==> src/rtl/ptw_pkg.sv <==
// Shared types and widths for the page-table-walk arbiter.
// State encoding, table widths and the coalescing VPN compare.
package ptw_pkg;

    localparam int VPN_W   = 6;
    localparam int VPN32_W = 4;
    localparam int PA8_W   = 12;
    localparam int PA32_W  = 8;
    localparam int RSP_W   = 12;

    typedef enum logic [1:0] {
        ST_IDLE = 2'd0,
        ST_WAIT = 2'd1,
        ST_RESP = 2'd2
    } ptw_state_e;

    // 32B table only decodes the upper VPN bits.
    function automatic logic vpn_match(
        input logic             size,
        input logic [VPN_W-1:0] a,
        input logic [VPN_W-1:0] b
    );
        if (size) begin
            return a[VPN_W-1:2] == b[VPN_W-1:2];
        end
        return a == b;
    endfunction

endpackage

==> src/rtl/rr_arbiter.sv <==
// Combinational round-robin pick: first request at or after ptr,
// wrapping; returns a one-hot grant and its index.
module rr_arbiter #(
    parameter int N  = 2,
    parameter int IW = (N > 1) ? $clog2(N) : 1
) (
    input  logic [N-1:0]  req,
    input  logic [IW-1:0] ptr,
    output logic [N-1:0]  gnt,
    output logic [IW-1:0] idx,
    output logic          any
);

    always_comb begin
        gnt = '0;
        idx = '0;
        any = 1'b0;
        for (int i = 0; i < N; i++) begin
            if (!any && req[i] && (IW'(i) >= ptr)) begin
                gnt[i] = 1'b1;
                idx    = IW'(i);
                any    = 1'b1;
            end
        end
        for (int i = 0; i < N; i++) begin
            if (!any && req[i]) begin
                gnt[i] = 1'b1;
                idx    = IW'(i);
                any    = 1'b1;
            end
        end
    end

endmodule

==> src/rtl/ptw_arbiter.sv <==
// Shares the 8B and 32B page tables between NUM_REQ TLBs, one walk at a time.
// Define PTW_COALESCE_EN to answer matching waiting requesters with the same walk.
module ptw_arbiter
    import ptw_pkg::*;
#(
    parameter int NUM_REQ        = 2,
    parameter int TIMEOUT_CYCLES = 64
) (
    input  logic                     clk,
    input  logic                     RST_N,
    input  logic [NUM_REQ-1:0]       REQ_VALID,
    input  logic [NUM_REQ-1:0]       REQ_SIZE,
    input  logic [VPN_W*NUM_REQ-1:0] REQ_VPN,
    output logic [NUM_REQ-1:0]       RSP_VALID,
    output logic                     RSP_ERR,
    output logic [RSP_W-1:0]         RSP_DATA,
    output logic                     PAGE_8B_RQST,
    output logic [VPN_W-1:0]         PAGE_8B_LOOKUP,
    input  logic [PA8_W-1:0]         PAGE_8B_RECV,
    input  logic                     PAGE_8B_COMPLETE,
    output logic                     PAGE_32B_RQST,
    output logic [VPN32_W-1:0]       PAGE_32B_LOOKUP,
    input  logic [PA32_W-1:0]        PAGE_32B_RECV,
    input  logic                     PAGE_32B_COMPLETE
);

    localparam int IW = $clog2(NUM_REQ);
    localparam int CW = $clog2(TIMEOUT_CYCLES + 1);

    ptw_state_e         state_q, state_d;
    logic [IW-1:0]      ptr_q, ptr_d;
    logic [IW-1:0]      idx_q, idx_d;
    logic [NUM_REQ-1:0] own_q, own_d;
    logic               size_q, size_d;
    logic [CW-1:0]      cnt_q, cnt_d;
    logic [RSP_W-1:0]   data_q, data_d;
    logic               err_q, err_d;
    logic               rq8_q, rq8_d;
    logic [VPN_W-1:0]   lk8_q, lk8_d;
    logic               rq32_q, rq32_d;
    logic [VPN32_W-1:0] lk32_q, lk32_d;
    logic [NUM_REQ-1:0] rsp_valid_q, rsp_valid_d;
    logic               rsp_err_q, rsp_err_d;
    logic [RSP_W-1:0]   rsp_data_q, rsp_data_d;

    logic [VPN_W-1:0]   vpn_arr [NUM_REQ];
    logic [NUM_REQ-1:0] eligible;
    logic [NUM_REQ-1:0] gnt_oh;
    logic [IW-1:0]      gnt_idx;
    logic               gnt_any;
    logic               gnt_size;
    logic [VPN_W-1:0]   gnt_vpn;
    logic               sel_complete;
    logic [RSP_W-1:0]   sel_recv;
    logic               timed_out;
    logic [IW-1:0]      next_ptr;
    logic [NUM_REQ-1:0] coal;

    always_comb begin
        for (int i = 0; i < NUM_REQ; i++) begin
            vpn_arr[i] = REQ_VPN[i*VPN_W +: VPN_W];
        end
    end

    // A requester is still high during its own response cycle; keep it out.
    assign eligible = REQ_VALID & ~rsp_valid_q;

    rr_arbiter #(
        .N  (NUM_REQ),
        .IW (IW)
    ) u_rr (
        .req (eligible),
        .ptr (ptr_q),
        .gnt (gnt_oh),
        .idx (gnt_idx),
        .any (gnt_any)
    );

    assign gnt_size     = REQ_SIZE[gnt_idx];
    assign gnt_vpn      = vpn_arr[gnt_idx];
    assign sel_complete = size_q ? PAGE_32B_COMPLETE : PAGE_8B_COMPLETE;
    assign sel_recv     = size_q ? {{(RSP_W-PA32_W){1'b0}}, PAGE_32B_RECV}
                                 : PAGE_8B_RECV;
    assign timed_out    = (cnt_q == CW'(TIMEOUT_CYCLES - 1));
    assign next_ptr     = (idx_q == IW'(NUM_REQ - 1)) ? '0 : idx_q + 1'b1;

`ifdef PTW_COALESCE_EN
    logic [VPN_W-1:0] vpn_q, vpn_d;

    always_comb begin
        vpn_d = vpn_q;
        if (state_q == ST_IDLE && gnt_any) begin
            vpn_d = gnt_vpn;
        end
        coal = '0;
        for (int i = 0; i < NUM_REQ; i++) begin
            coal[i] = REQ_VALID[i] && (REQ_SIZE[i] == size_q)
                   && vpn_match(size_q, vpn_arr[i], vpn_q);
        end
    end

    always_ff @(posedge clk or negedge RST_N) begin
        if (!RST_N) begin
            vpn_q <= '0;
        end else begin
            vpn_q <= vpn_d;
        end
    end
`else
    assign coal = '0;
`endif

    always_comb begin
        state_d     = state_q;
        ptr_d       = ptr_q;
        idx_d       = idx_q;
        own_d       = own_q;
        size_d      = size_q;
        cnt_d       = cnt_q;
        data_d      = data_q;
        err_d       = err_q;
        rq8_d       = rq8_q;
        lk8_d       = lk8_q;
        rq32_d      = rq32_q;
        lk32_d      = lk32_q;
        rsp_valid_d = '0;
        rsp_err_d   = 1'b0;
        rsp_data_d  = '0;
        unique case (state_q)
            ST_IDLE: begin
                if (gnt_any) begin
                    state_d = ST_WAIT;
                    idx_d   = gnt_idx;
                    own_d   = gnt_oh;
                    size_d  = gnt_size;
                    cnt_d   = '0;
                    data_d  = '0;
                    err_d   = 1'b0;
                    rq8_d   = !gnt_size;
                    lk8_d   = gnt_size ? '0 : gnt_vpn;
                    rq32_d  = gnt_size;
                    lk32_d  = gnt_size ? gnt_vpn[VPN_W-1:2] : '0;
                end
            end
            ST_WAIT: begin
                cnt_d = cnt_q + 1'b1;
                if (sel_complete || timed_out) begin
                    state_d = ST_RESP;
                    cnt_d   = '0;
                    data_d  = sel_complete ? sel_recv : '0;
                    err_d   = !sel_complete;
                    rq8_d   = 1'b0;
                    lk8_d   = '0;
                    rq32_d  = 1'b0;
                    lk32_d  = '0;
                end
            end
            ST_RESP: begin
                state_d     = ST_IDLE;
                rsp_valid_d = own_q | coal;
                rsp_err_d   = err_q;
                rsp_data_d  = data_q;
                ptr_d       = next_ptr;
            end
            default: begin
                state_d = ST_IDLE;
            end
        endcase
    end

    always_ff @(posedge clk or negedge RST_N) begin
        if (!RST_N) begin
            state_q     <= ST_IDLE;
            ptr_q       <= '0;
            idx_q       <= '0;
            own_q       <= '0;
            size_q      <= 1'b0;
            cnt_q       <= '0;
            data_q      <= '0;
            err_q       <= 1'b0;
            rq8_q       <= 1'b0;
            lk8_q       <= '0;
            rq32_q      <= 1'b0;
            lk32_q      <= '0;
            rsp_valid_q <= '0;
            rsp_err_q   <= 1'b0;
            rsp_data_q  <= '0;
        end else begin
            state_q     <= state_d;
            ptr_q       <= ptr_d;
            idx_q       <= idx_d;
            own_q       <= own_d;
            size_q      <= size_d;
            cnt_q       <= cnt_d;
            data_q      <= data_d;
            err_q       <= err_d;
            rq8_q       <= rq8_d;
            lk8_q       <= lk8_d;
            rq32_q      <= rq32_d;
            lk32_q      <= lk32_d;
            rsp_valid_q <= rsp_valid_d;
            rsp_err_q   <= rsp_err_d;
            rsp_data_q  <= rsp_data_d;
        end
    end

    assign RSP_VALID       = rsp_valid_q;
    assign RSP_ERR         = rsp_err_q;
    assign RSP_DATA        = rsp_data_q;
    assign PAGE_8B_RQST    = rq8_q;
    assign PAGE_8B_LOOKUP  = lk8_q;
    assign PAGE_32B_RQST   = rq32_q;
    assign PAGE_32B_LOOKUP = lk32_q;

endmodule

==> config.mk <==
export PLATFORM = sky130hd
export DESIGN_NAME = ptw_arbiter
export DESIGN_NICKNAME = d
export VERILOG_FILES = /design/src/rtl/ptw_pkg.sv /design/src/rtl/rr_arbiter.sv /design/src/rtl/ptw_arbiter.sv
export SDC_FILE = /design/constraint.sdc
export NUM_CORES = 1
export LEC_CHECK = 0
export CORE_UTILIZATION = 35
export CTS_CLUSTER_DIAMETER = 40
export DETAILED_ROUTE_END_ITERATION = 12
export DONT_BUFFER_PORTS = 1
export MAX_ROUTING_LAYER = met4
export SYNTH_ARGS = -nofsm -noshare
export SYNTH_HDL_FRONTEND = slang
export SYNTH_SLANG_ARGS = --single-unit
==> constraint.sdc <==
create_clock -name clk -period 1.55 [get_ports clk]
set_clock_uncertainty 0.05 [all_clocks]
set_input_delay 0.31 -clock clk [delete_from_list [all_inputs] [get_ports clk]]
set_output_delay 0.31 -clock clk [all_outputs]
set_load 0.02 [all_outputs]
# --- Word-level counts from Yosys, hierarchy flattened ---
# Index checks and enable logic that the tools add are counted.
word_totals:
  out_inout_bits: 27
  ff_bits: 54
classes:
  reduce_logical: 17
  order_cmp: 4
  addsub: 2
  bitwise: 3
  eq_ne: 5
  n_mux: 46
op_table:
  columns: ["operator", "n"]
  rows:
  - ["$mux 12", 5]
  - ["$mux 6", 6]
  - ["$pmux 12 s2", 1]
  - ["$mux 1", 19]
  - ["$mux 7", 2]
  - ["$pmux 7 s2", 1]
  - ["$mux 4", 3]
  - ["$pmux 6 s2", 1]
  - ["$pmux 4 s2", 1]
  - ["$add 7x1->7 const B", 1]
  - ["$eq 7x6->1 const B", 1]
  - ["$mux 2", 3]
  - ["$pmux 1 s2", 3]
  - ["$reduce_and 2->1", 3]
  - ["$logic_and 1x1->1", 5]
  - ["$logic_not 1->1", 5]
  - ["$ne 2x2->1 const B", 2]
  - ["$pmux 2 s2", 1]
  - ["$reduce_and 3->1", 1]
  - ["$and 2x2->2", 1]
  - ["$eq 2x1->1 const B", 1]
  - ["$eq 2x2->1 const B", 1]
  - ["$ge 1x1->1 const A", 2]
  - ["$ge 2x2->1 const B", 1]
  - ["other kinds (7)", 7]

# --- Longest topological paths before layout ---
depth:
  word_depth: 21
  mapped_depth: 6

# --- Modules after synthesis ---
# Synthesis repeated with hierarchy kept, for this count alone.
unflattened:
  hier_cells: 178
  area_unflattened_um2: 2244.7
modules_own_cells:
  columns: ["mod", "seq_area_each_um2", "area_per_inst_um2", "n_inst", "cells_each"]
  rows:
  - ["ptw_arbiter", 1351.3, 2212.1, 1, 173]
  - ["rr_arbiter", 0.0, 32.5, 1, 5]

# --- Worst setup path after synthesis ---
# Ideal clock, no wire load.
synth_path:
  path_type: "reg2reg"
  start: "register cnt_q[0]"
  end: "register lk32_q[0], in the netlist PAGE_32B_LOOKUP[0]"
  synth_period_minus_slack_ns: 1.687
  setup_slack_ns: -0.137
  path_stages_with_launch: 7
  t_arrival_ns: 1.516
  cell_sequence: "dfrtp_1 ha_1 and3_4 nand3_2 o311a_4 buf_6 a22o_1"
synth_between:
  elab_chain_cells: 4
synth_lines:
  columns: ["element", "line_no", "rtl"]
  rows:
  - ["start, declared", "ptw_arbiter.sv:35", "logic [CW-1:0] cnt_q, cnt_d;"]
  - ["start signal, assigned", "ptw_arbiter.sv:194", "cnt_q <= cnt_d;"]
  - ["$eq 7x6->1", "ptw_arbiter.sv:84", "assign timed_out = (cnt_q == CW'(TIMEOUT_CYCLES - 1));"]
  - ["$logic_or 1x1->1", "ptw_arbiter.sv:147", "if (sel_complete || timed_out) begin"]
  - ["$ne 2x2->1 (no line)", null, null]
  - ["$reduce_and 3->1 (no line)", null, null]
  - ["end signal, assigned", "ptw_arbiter.sv:200", "lk32_q <= lk32_d;"]
  - ["end, declared", "ptw_arbiter.sv:41", "logic [VPN32_W-1:0] lk32_q, lk32_d;"]
# No other way between the ends.
# A chain may end at the register's enable or synchronous reset.

# --- Worst setup path after layout ---
layout_path:
  start: "register cnt_q[1]"
  end: "register lk32_q[3], in the netlist PAGE_32B_LOOKUP[3]"
# Same word-level chain as after synthesis.

==> flow_metrics.tcl <==
set metrics [dict create \
    status "finished, violations left" \
    violations "hold timing, setup timing" \
    seq_power_share 0.443 \
    htreeDepth 2 \
    p_comb_frac 0.338 \
    grt-ovfl-total 0 \
    max-cap-violations 0 \
    antenna_left 0 \
    synth_edf_count 0 \
    finalMaxSlewViolations 0 \
    worstSetupStartpointType "flop" \
    dieArea_mm2 0.00690 \
    yosys_warnings 0 \
    p_int_mw 3.35 \
    drive_gt1_frac 0.234 \
    vias 1563 \
    critPathBufInv 0 \
    synth-async-reset-ratio 1.00 \
    ir_drop_v 0.000772 \
    worstMarginPinSlew_ns 0.458 \
    yosysTopAreaCellShare 0.588 \
    fin_setup_tns_ns -1.62 \
    crit_cells 5 \
    clockPowerShare 0.219 \
    cp_max_fo 6 \
    yosysTopAreaCell "dfrtp_1" \
    cts_sinks 54 \
    path_cells "ha_2, and3_4, nand3_4, o311a_4, a22o_1" \
    syn_to_final_growth_pct 20.9 \
    r2r_cells 5 \
    track_usage 0.155 \
    critPathMaxStageDelay_ns 0.38 \
    fmax_ghz 0.610 \
    io_buffers 0 \
    power.switching_mw 1.85 \
    nNetsFinal 254 \
    cpMaxStageDelayCell "o311a_4" \
    synthCells 189 \
    place_hpwl_um 3240 \
    ys_seq_area_frac 0.588 \
    hold_class "in -> async" \
    clk-insertion-delay-late_ns 0.31 \
    synthDistinctLibCells 37 \
    synth_nets 230 \
    clk_pin_slew_ns 0.10 \
    pin_count 67 \
    p_leak_nw 1.31 \
    row_count 29 \
    layout_common_cells "dfrtp_1 (53), buf_4 (21), mux2i_1 (18)" \
    syn_area_per_cell_um2 12.2 \
    fin_crit_sh 1.06 \
    critPathLaunch "cnt_q[1]" \
    ys_top_cells_by_area "dfrtp_1 (59%), mux2i_1 (7.8%), o2bb2ai_1 (5.7%), a22o_1 (4.2%), and2_1 (4.1%)" \
    cts_max_path_buffers 2 \
    regToRegSetupSlack_ns -0.09 \
    reg2reg_to "PAGE_32B_LOOKUP[3]" \
    num_antenna_cells 0 \
    wl_per_cell_um 16.9 \
    die-width_um 83.1 \
    crit_type "reg -> reg" \
    antenna_found_initial 0 \
    maxSlewHeadroom 0.694 \
    setup_viol 26 \
    power_density_mw_per_mm2 1870 \
    gp_congestion 0.775 \
    grt_pass1_wl_um 8110 \
    pre_cts_ws_ns -0.172 \
    placed_cells_incl_taps 277 \
    r2r_start "cnt_q[1]" \
    worstPathArrival_ns 1.79 \
    grt_max_degree 55 \
    dr.pass1.iters 4 \
    root_buffer "clkbuf_8" \
    synth_ff_type "dfrtp_1" \
    grt_pass1_vias 1554 \
    cts_tree "built" \
    worst_setup_path_end_kind "flop" \
    swShare 0.355 \
    initial_core_util 0.362 \
    p_total_mw 5.20 \
    stdcell_count 291 \
    cts_made_buffers 5 \
    place_area_mm2 0.00250 \
    mostFrequentLayoutCell "dfrtp_1" \
    vias_per_cell 5.37 \
    drt_iter0_drc 103 \
    cp_top_family "compound AO/OA/AOI/OAI gates" \
    core_area_mm2 0.00635 \
    rsz0062_at_grt "yes" \
    finalWorstSetupSlack_ns -0.0901 \
    postLayoutCoreUtil 0.438 \
    drt-total-wl_um 4920 \
    syn-cell-area_mm2 0.00230 \
    stdcell_area_mm2 0.00278 \
    period_minus_slack_ns 1.64 \
    hold_ws_ns -0.364 \
    drc_errors 0 \
    ys_ff_latch 54 \
    fp.dieH_um 83.1 \
    hold_violations 54 \
    cp.required_ns 1.70 \
]
==> flip-flops by register name, indices dropped and copies added, names as in the netlist <==
name,flops
PAGE_32B_RQST,1
RSP_DATA,12
data_q,12
PAGE_8B_LOOKUP,6
RSP_VALID,2
PAGE_8B_RQST,1
state_q,2
PAGE_32B_LOOKUP,4
err_q,1
cnt_q,7
idx_q,1
own_q,2
RSP_ERR,1
ptr_q,1
size_q,1
==> metal layers <==
| metal | vias to the layer above | global-route usage | wire length, µm |
|---|---|---|---|
| met5 | - | - | 0 |
| met4 | 0 | 0.0596 | 73 |
| met3 | 7 | 0.0427 | 330 |
| met2 | 60 | 0.222 | 2270 |
| met1 | 758 | 0.210 | 2250 |
| li1 | 738 | - | - |
==> cell families (layout without fill, tap and decap cells) <==
family | Yosys count | after routing | synth area share
mux | 19 | 19 | 0.0832
compound gates | 49 | 51 | 0.170
buf+inv | 10 | 33 | 0.0234
fa+ha+maj | 1 | 1 | 0.00544
simple gates | 56 | 56 | 0.130
flops | 54 | 54 | 0.588
==> power groups by stage <==
| stage | sequential (mW) | clock [mW] | combinational (mW) |
|---|---|---|---|
| 6_report | 2.31 | 1.14 | 1.76 |
| 5_1_grt | 2.36 | 1.21 | 1.94 |
| 4_1_cts | 2.30 | 1.16 | 1.72 |
| 3_5_place_dp | 2.31 | 0 | 1.54 |
| 3_3_place_gp | 2.32 | 0 | 1.51 |
| 2_1_floorplan | 2.24 | 0 | 1.12 |
==> final cells by class <==
type / count / area [µm²]
Fill cell: 587 / 3570
Sequential cell: 54 / 1350
Multi-Input combinational cell: 127 / 992
Timing Repair Buffer: 23 / 189
Tap cell: 77 / 96.3
Clock buffer: 6 / 82.6
Clock inverter: 2 / 60.1
Inverter: 2 / 7.51
==> cell usage after synthesis (2+ instances only) <==
cell / n
a21o_1: 2
a21oi_1: 3
a22o_1: 11
and2_1: 15
buf_2: 4
clkbuf_1: 2
dfrtp_1: 54
inv_1: 2
mux2i_1: 18
nand2_1: 15
nand2b_1: 3
nand3_1: 2
nor2_1: 9
nor2b_1: 2
nor3_1: 2
o211ai_1: 2
o21a_1: 4
o21ai_0: 6
o2bb2ai_1: 15
==> worst max-delay path by stage <==
stage,slack (ns),endpoint
6_report,-0.09,PAGE_32B_LOOKUP[3]
5_1_grt,-0.14,PAGE_32B_LOOKUP[3]
4_1_cts,-0.12,data_q[11]
3_5_place_dp,-0.17,PAGE_32B_LOOKUP[1]
3_3_place_gp,-0.12,PAGE_32B_LOOKUP[2]
2_1_floorplan,-0.14,PAGE_32B_LOOKUP[0]
==> timing repair <==
action / CTS / global route
cloned: 2 / 0
pin swaps: 13 / 7
setup buffers: 2 / 2
gates resized for setup: 8 / 9
hold endpoints to repair: 54 / 54
setup endpoints to repair: 32 / 33
==> worst register-to-register path, delay by kind of cell, from the launching register on <==
kind            cells  cell delay [ns]
flops               1             0.37
fa+ha+maj           1             0.18
simple gates        2             0.33
compound gates      2             0.59
(Power assumes the default switching activity.)
